File: src/rtl/apb_req_arbiter_pkg.sv
// Shared types and constants for the two-requester APB command arbiter.
package apb_req_arbiter_pkg;

    localparam int SLV_ADDR_WIDTH      = 2;
    localparam int ADDR_WIDTH          = 8;
    localparam int DATA_WIDTH          = 16;
    localparam int ARB_NUM_REQ         = 2;
    localparam int ARB_TIMEOUT_DEFAULT = 64;

    // Arbiter sequencing: one command in flight at a time.
    typedef enum logic [1:0] {
        ARB_IDLE  = 2'd0,
        ARB_ISSUE = 2'd1,
        ARB_WAIT  = 2'd2,
        ARB_RESP  = 2'd3
    } arb_state_t;

    // Command as presented to the APB master front end.
    typedef struct packed {
        logic                      wr;
        logic [SLV_ADDR_WIDTH-1:0] slv_addr;
        logic [ADDR_WIDTH-1:0]     addr;
        logic [DATA_WIDTH-1:0]     wdata;
    } apb_cmd_t;

    // One-hot vector for a requester index.
    function automatic logic [1:0] req_onehot(input logic idx);
        return idx ? 2'b10 : 2'b01;
    endfunction

endpackage

File: src/rtl/apb_req_arbiter_rr_pick.sv
// Two-requester round-robin picker: combinational winner select plus the
// priority pointer, which moves past the requester just served.
module apb_rr_pick (
    input  logic       i_pclk,
    input  logic       i_presetn,
    input  logic [1:0] i_req,
    input  logic       i_advance,
    input  logic       i_last_owner,
    output logic       o_valid,
    output logic       o_winner
);

    logic r_ptr;

    // Pointer register: after a completion, the other requester gets priority.
    always_ff @(posedge i_pclk or negedge i_presetn) begin
        if (!i_presetn) begin
            r_ptr <= 1'b0;
        end else if (i_advance) begin
            r_ptr <= ~i_last_owner;
        end
    end

    // Winner: requester at the pointer if it is asking, otherwise the other one.
    always_comb begin
        o_valid  = |i_req;
        o_winner = i_req[r_ptr] ? r_ptr : ~r_ptr;
    end

endmodule

File: src/rtl/apb_req_arbiter.sv
// Shares one APB master command interface between two requesters.
//
// Requester handshake: a requester raises req_i[n] (a level) with its
// command fields stable and keeps them until ack_o[n] pulses for one cycle;
// the command is latched at grant, so dropping req_i afterwards does not
// cancel it. rdata_o/err_o are valid with ack_o and hold until the next ack.
// Master handshake: newd_o is a one-cycle strobe with the command fields,
// which stay stable until mst_done_i (only honoured while waiting) or the
// watchdog ends the transfer.
module apb_req_arbiter
    import apb_req_arbiter_pkg::*;
#(
    parameter int NUM_REQ     = ARB_NUM_REQ,
    parameter int TIMEOUT_CYC = ARB_TIMEOUT_DEFAULT
) (
    input  logic                              pclk,
    input  logic                              presetn,
    input  logic [NUM_REQ-1:0]                req_i,
    input  logic [NUM_REQ-1:0]                req_wr_i,
    input  logic [NUM_REQ*SLV_ADDR_WIDTH-1:0] req_slv_i,
    input  logic [NUM_REQ*ADDR_WIDTH-1:0]     req_addr_i,
    input  logic [NUM_REQ*DATA_WIDTH-1:0]     req_wdata_i,
    output logic [NUM_REQ-1:0]                gnt_o,
    output logic [NUM_REQ-1:0]                ack_o,
    output logic [DATA_WIDTH-1:0]             rdata_o,
    output logic                              err_o,
    output logic                              newd_o,
    output logic                              wr_o,
    output logic [SLV_ADDR_WIDTH-1:0]         slv_addr_o,
    output logic [ADDR_WIDTH-1:0]             addr_o,
    output logic [DATA_WIDTH-1:0]             wdata_o,
    input  logic                              mst_done_i,
    input  logic [DATA_WIDTH-1:0]             mst_rdata_i,
    input  logic                              mst_slverr_i,
    output arb_state_t                        dbg_state_o
);

    localparam int CNT_W = (TIMEOUT_CYC > 2) ? $clog2(TIMEOUT_CYC) : 1;

    arb_state_t            r_state;
    arb_state_t            w_next;
    apb_cmd_t              r_cmd;
    apb_cmd_t              w_sel_cmd;
    logic                  r_owner;
    logic [CNT_W-1:0]      r_cnt;
    logic [DATA_WIDTH-1:0] r_rdata;
    logic                  r_err;
    logic                  w_valid;
    logic                  w_winner;
    logic                  w_grant;
    logic                  w_timeout;

    apb_rr_pick u_pick (
        .i_pclk       (pclk),
        .i_presetn    (presetn),
        .i_req        (req_i),
        .i_advance    (r_state == ARB_RESP),
        .i_last_owner (r_owner),
        .o_valid      (w_valid),
        .o_winner     (w_winner)
    );

    // Grant happens only from IDLE; watchdog fires on the last allowed wait cycle.
    always_comb begin
        w_grant   = (r_state == ARB_IDLE) && w_valid;
        w_timeout = (r_cnt == CNT_W'(TIMEOUT_CYC - 1));
    end

    // Select the winning requester's command fields.
    always_comb begin
        w_sel_cmd.wr       = w_winner ? req_wr_i[1] : req_wr_i[0];
        w_sel_cmd.slv_addr = w_winner ? req_slv_i[SLV_ADDR_WIDTH +: SLV_ADDR_WIDTH]
                                      : req_slv_i[0 +: SLV_ADDR_WIDTH];
        w_sel_cmd.addr     = w_winner ? req_addr_i[ADDR_WIDTH +: ADDR_WIDTH]
                                      : req_addr_i[0 +: ADDR_WIDTH];
        w_sel_cmd.wdata    = w_winner ? req_wdata_i[DATA_WIDTH +: DATA_WIDTH]
                                      : req_wdata_i[0 +: DATA_WIDTH];
    end

    // State register.
    always_ff @(posedge pclk or negedge presetn) begin
        if (!presetn) begin
            r_state <= ARB_IDLE;
        end else begin
            r_state <= w_next;
        end
    end

    // Next-state: done on the terminal count cycle still counts as done.
    always_comb begin
        w_next = r_state;
        case (r_state)
            ARB_IDLE:  if (w_valid) w_next = ARB_ISSUE;
            ARB_ISSUE: w_next = ARB_WAIT;
            ARB_WAIT:  if (mst_done_i || w_timeout) w_next = ARB_RESP;
            ARB_RESP:  w_next = ARB_IDLE;
            default:   w_next = ARB_IDLE;
        endcase
    end

    // Outputs decoded from state and the latched owner/command/response.
    always_comb begin
        newd_o      = (r_state == ARB_ISSUE);
        gnt_o       = (r_state != ARB_IDLE) ? req_onehot(r_owner) : '0;
        ack_o       = (r_state == ARB_RESP) ? req_onehot(r_owner) : '0;
        rdata_o     = r_rdata;
        err_o       = r_err;
        wr_o        = r_cmd.wr;
        slv_addr_o  = r_cmd.slv_addr;
        addr_o      = r_cmd.addr;
        wdata_o     = r_cmd.wdata;
        dbg_state_o = r_state;
    end

    // Latch owner and command at grant.
    always_ff @(posedge pclk or negedge presetn) begin
        if (!presetn) begin
            r_owner <= 1'b0;
            r_cmd   <= '0;
        end else if (w_grant) begin
            r_owner <= w_winner;
            r_cmd   <= w_sel_cmd;
        end
    end

    // Wait-cycle counter, cleared on the response cycle.
    always_ff @(posedge pclk or negedge presetn) begin
        if (!presetn) begin
            r_cnt <= '0;
        end else if (r_state == ARB_WAIT) begin
            r_cnt <= r_cnt + 1'b1;
        end else if (r_state == ARB_RESP) begin
            r_cnt <= '0;
        end
    end

    // Response capture: writes return zero data; a timeout reports error with zero data.
    always_ff @(posedge pclk or negedge presetn) begin
        if (!presetn) begin
            r_rdata <= '0;
            r_err   <= 1'b0;
        end else if (r_state == ARB_WAIT) begin
            if (mst_done_i) begin
                r_rdata <= r_cmd.wr ? '0 : mst_rdata_i;
                r_err   <= mst_slverr_i;
            end else if (w_timeout) begin
                r_rdata <= '0;
                r_err   <= 1'b1;
            end
        end
    end

endmodule
File: config.mk
export PLATFORM = sky130hd
export DESIGN_NAME = apb_req_arbiter
export DESIGN_NICKNAME = d
export VERILOG_FILES = /design/src/rtl/apb_req_arbiter_pkg.sv /design/src/rtl/apb_req_arbiter_rr_pick.sv /design/src/rtl/apb_req_arbiter.sv
export SDC_FILE = /design/constraint.sdc
export NUM_CORES = 1
export LEC_CHECK = 0
export ABC_AREA = 1
export CAP_MARGIN = 20
export CORE_MARGIN = 2
export CORE_UTILIZATION = 37
export DETAILED_ROUTE_END_ITERATION = 6
export PLACE_DENSITY = 0.77
export SLEW_MARGIN = 10
export SYNTH_ARGS = -nofsm -noshare
export SYNTH_HDL_FRONTEND = slang
export SYNTH_SLANG_ARGS = --single-unit
File: constraint.sdc
create_clock -name pclk -period 1.29 [get_ports pclk]
set_input_delay 0.258 -clock pclk [delete_from_list [all_inputs] [get_ports pclk]]
set_output_delay 0.258 -clock pclk [all_outputs]
set_load 0.02 [all_outputs]
Word level (Yosys, flattened, before mapping)
Cells that the tools add are included.

Bits in registers: 54. Word-level logic and storage cells: 49. Input bits: 76. Output and inout bits: 51.

Bitwise gates (word level): 2. Mux-type cells: 20. Equality and inequality tests: 6. Add/sub/neg operators: 1. Reduce and logical (&&, ||, !) cells: 9. $lt $le $gt $ge: 1.

Operator list (count): two-way mux 16 bit (4); two-way mux 2 bit (6); two-way mux 6 bit (2); two-way mux 8 bit (1); one-hot mux 2 bit (4 select lines) (1); adder 6 x 1 -> 6 bit (second input constant) (1); == test 6 bit (second input constant) (1); two-way mux 1 bit (6); nonzero test 2 bit (3); == test 2 bit (second input constant) (2); != test 2 bit (second input constant) (2); AND reduction 2 bit (2); == test 2 x 1 -> 1 bit (second input constant) (1); logical NOT 2 bit (1); less-than comparator 1 x 2 -> 1 bit (second input constant) (1); inverter 1 bit (2); OR reduction 2 bit (1); logical AND 1 bit (1); logical OR 1 bit (1).

Depth between registers and ports, before layout
Word-level depth: 4. Mapped depth: 9. Gate-level depth less buffers: 8.

Modules after synthesis
From an unflattened synthesis, not the netlist that was laid out.

Cells, all modules: 301. Area total of the unflattened synthesis: 2612.5 µm².

By module, submodules not included: apb_req_arbiter (area each 2553.7 µm², cells an instance 292, times used 1); apb_rr_pick (area each 58.8 µm², cells an instance 9, times used 1).

Worst setup path after synthesis
Ideal clock, no wire load.

Path kind: flip-flop to flip-flop. From: register r_state[0], in the netlist dbg_state_o[0]. To: register r_cmd (netlist bit wr_o). Data arrival time: 1351 ps. Data required time: 1169 ps. Cell stages (with the launch flop): 9. Path slack: -183 ps. Path through: dfrtp_1 -> inv_1 -> ha_1 -> inv_1 -> a21oi_4 -> inv_2 -> buf_2 -> nand2_1 -> o21ai_1.

Cells in the longest elaborated chain, start to end: 2.

Ends and longest elaborated chain: from (decl) (line apb_req_arbiter.sv:40) `arb_state_t r_state;`; from (signal assigned) (line apb_req_arbiter.sv:85) `r_state <= w_next;`; logical NOT 2 bit (line apb_req_arbiter.sv:65) `w_grant = (r_state == ARB_IDLE) && w_valid;`; logical AND 1 bit (line apb_req_arbiter.sv:65); to (signal assigned) (line apb_req_arbiter.sv:122) `r_cmd <= w_sel_cmd;`; to (decl) (line apb_req_arbiter.sv:42) `apb_cmd_t r_cmd;`.

No other way between the ends. A chain may end at the register's enable or synchronous reset.

Worst setup path in the final report
From: register r_state[0], in the netlist dbg_state_o[0]. To: register r_cmd (netlist bit wdata_o[10]).

Same word-level chain as after synthesis.

==> run_results.csv <==
group,metric,value,unit
synthesis,yosys.area.top_type,"dfrtp_1",
routing,antenna_left,0,
flow_run,maxCapViolCount,0,
floorplan,dieArea,7790,µm²
cts,root_buffer,"clkbuf_8",
timing,rsz0062_at_grt,"yes",
grt,grt_overflow,0,
finish,layout_common_cells,"74 x clkdlybuf4s50_1, 58 x nand2_1, 52 x dfrtp_1, 39 x o21ai_1, 36 x o21ai_2",
synthesis,synth_top_area_frac,0.515,
synthesis,synth_area_per_cell,8.87,µm²
setup_path,cp_data_required_time,1.53,ns
cts,numCtsBuffers,5,
power_and_ir_drop,vdd_ir_drop_max,1070,µV
timing,final_max_slew_viol_count,0,
timing,fin_skew,0.00821,ns
timing,max_freq,0.661,GHz
timing,timing.slew.headroom,0.806,
min_path,worstHoldPathType,"input pin to async pin",
finish,fin_util,0.691,
timing,finalCriticalPeriod,1.51,ns
synthesis,yosys_warnings,0,
finish,fin_cells,559,
cts,clk_latency,0.31,ns
timing,tightestPinTransition,0.291,ns
routing,wire_per_inst,14.0,µm
synthesis,ys_types,28,
synthesis,ys_seq_area_frac,0.515,
timing,hold_viol_final,0,
placement,hpwl,5370,µm
setup_path,worst_ep_arrival_time,1.75,ns
power_and_ir_drop,power.density,2190,nW/µm²
setup_path,critPathMaxFanout,8,
floorplan,rows,30,
placement,dp_slack,-0.426,ns
floorplan,start_util,0.384,
grt,grt_pass1_wl,12000,µm
run_status,outcome,"finished, violations left",
setup_path,end_kind,"flip-flop",
grt,grt_max_degree,55,
floorplan,fp.dieH,88.3,µm
synthesis,synth_area_leaders,"dfrtp_1 51%, nand2_1 11%, o21ai_2 6.0%, o21ai_0 5.7%, o21ai_1 5.5%",
cts,cts_tree,"yes",
synthesis,syn_nets,377,
routing,dr.first_iter.drc_count,93,
routing,vias,2671,
routing,routed_wl,7800,µm
routing,avgViaCountPerCell,4.78,
routing,drc,0,
finish,syn2layout_area_growth,79.7,%
floorplan,io_pins,127,
finish,final_nets,543,
cts,ctsLongestPathBuffers,2,
finish,antennaDiodeCount,0,
timing,finalCritPeriodShare,1.17,
timing,finalSetupViolCount,60,
power_and_ir_drop,leakagePower,2.13,nW
synthesis,syn_inst,296,
placement,gp_congestion,0.782,
finish,final_common_cell,"clkdlybuf4s50_1",
run_status,violations,"negative setup slack",
synthesis,synth_seq_cells,54,
setup_path,crit_path_start_kind,"flip-flop",
cts,htree_levels,2,
setup_path,crit_type,"flip-flop to flip-flop",
cts,cts_sinks,54,
placement,dp.cells,532,
placement,port_buffers,126,
grt,grt_use_total,0.193,
finish,drive_above_1_share,0.365,
timing,fin_tns_setup,-8.26,ns
grt,grt_pass1_vias,2713,
cts,path_clk_slew,0.10,ns
setup_path,r2r_slack,-0.22,ns
synthesis,syn-cell-area,2630,µm²
grt,antenna_found_initial,0,
floorplan,core_area,6830,µm²
routing,dr.pass1.iters,4,
timing,fin_ws,-0.224,ns
floorplan,die_w,88.3,µm
-- cell type report --
| class | count | area (µm²) |
|---|---|---|
| Multi-Input combinational cell | 211 | 1360 |
| Sequential cell | 54 | 1350 |
| Clock buffer | 5 | 68.8 |
| Tap cell | 96 | 120 |
| Clock inverter | 3 | 25.0 |
| Timing Repair Buffer | 173 | 1710 |
| Inverter | 17 | 81.3 |
| Fill cell | 520 | 2110 |
-- routing by layer --
metal | part of all wire | vias up | track usage
met2 | 0.54 | 85 | 0.353
met4 | 0.019 | 0 | 0.0592
met5 | 0 | - | 0
met3 | 0.057 | 14 | 0.0420
met1 | 0.39 | 1276 | 0.225
li1 | - | 1296 | -
-- flip-flops by register name, indices dropped and copies added (netlist names) --
name and count:
wdata_o 16, slv_addr_o 2, r_owner 1, u_pick.r_ptr 1
dbg_state_o 2, wr_o 1, r_cnt 6, err_o 1
rdata_o 16, addr_o 8
-- worst paths after layout --
kind                                       startpoint  cells after the start                    endpoint
max                        dbg_state_o[0]$_DFFE_PN0P_                      9     wdata_o[10]$_DFFE_PN0P_
min                                           presetn                      3        r_cnt[0]$_DFFE_PN0P_
max reg2reg                dbg_state_o[0]$_DFFE_PN0P_                      9     wdata_o[10]$_DFFE_PN0P_
min reg2reg                    wdata_o[8]$_DFFE_PN0P_                      2      wdata_o[8]$_DFFE_PN0P_
min in group pclk              wdata_o[8]$_DFFE_PN0P_                      2      wdata_o[8]$_DFFE_PN0P_
max in group asynchronous                     presetn                      3  dbg_state_o[0]$_DFFE_PN0P_
-- critical path, stage by stage, from the launching register on --
cell and delay (ns):
dfrtp_2 0.44, inv_2 0.09, ha_4 0.15, buf_6 0.10, inv_4 0.03, a21oi_4 0.14
buf_12 0.18, clkbuf_16 0.16, o21ai_2 0.05, o21ai_1 0.12
-- what timing repair did --
item / CTS / global route
endpoints found under the setup margin: 104 / 95
setup buffers: 8 / 7
pin swaps: 14 / 27
hold buffers: 1 / 0
gates cloned: 2 / 1
resized for setup: 198 / 63
endpoints found under the hold margin: 54 / 0
-- cell usage after synthesis (all sizes together) --
cell type and number:
o21ai 78, nand3 5, dfrtp 54, ha 5, buf 11, nand4 1
a21oi 2, clkbuf 2, nor2 36, xnor2 1, inv 17, a2bb2oi 1
dlymetal6s2s 1, a22o 1, nand2 81
-- kinds of logic (layout without fill, tap and decap cells) --
family | after synthesis | count (layout) | share of synthesized area
AOI/OAI and AO/OA | 82 | 82 | 0.193
buffers and inverters | 31 | 198 | 0.0762
adders and majority gates | 5 | 5 | 0.0238
DFF | 54 | 54 | 0.515
and+or+nand+nor | 123 | 123 | 0.189
xor gates and xnor gates | 1 | 1 | 0.00334
-- power breakdown --
part           switching [mW]  total (mW)  internal, mW  leakage [nW]
clock network           0.577       0.970         0.393        0.0447
registers               0.503        2.93          2.43         0.681
logic                    3.42        6.41          2.99          1.40
-- metrics by stage --
| stage | instance area [µm²] | power [mW] | hold WS, ns |
|---|---|---|---|
| floorplan | 2670 | 5.90 | -0.0376 |
| global placement | 4190 | 8.38 | 0.276 |
| detailed placement | 4190 | 8.55 | 0.271 |
| CTS | 4620 | 9.99 | 0.469 |
| global route | 4720 | 11.0 | 0.491 |
| finish | 4720 | 10.3 | 0.457 |
Power figures use the tool's default switching activity.
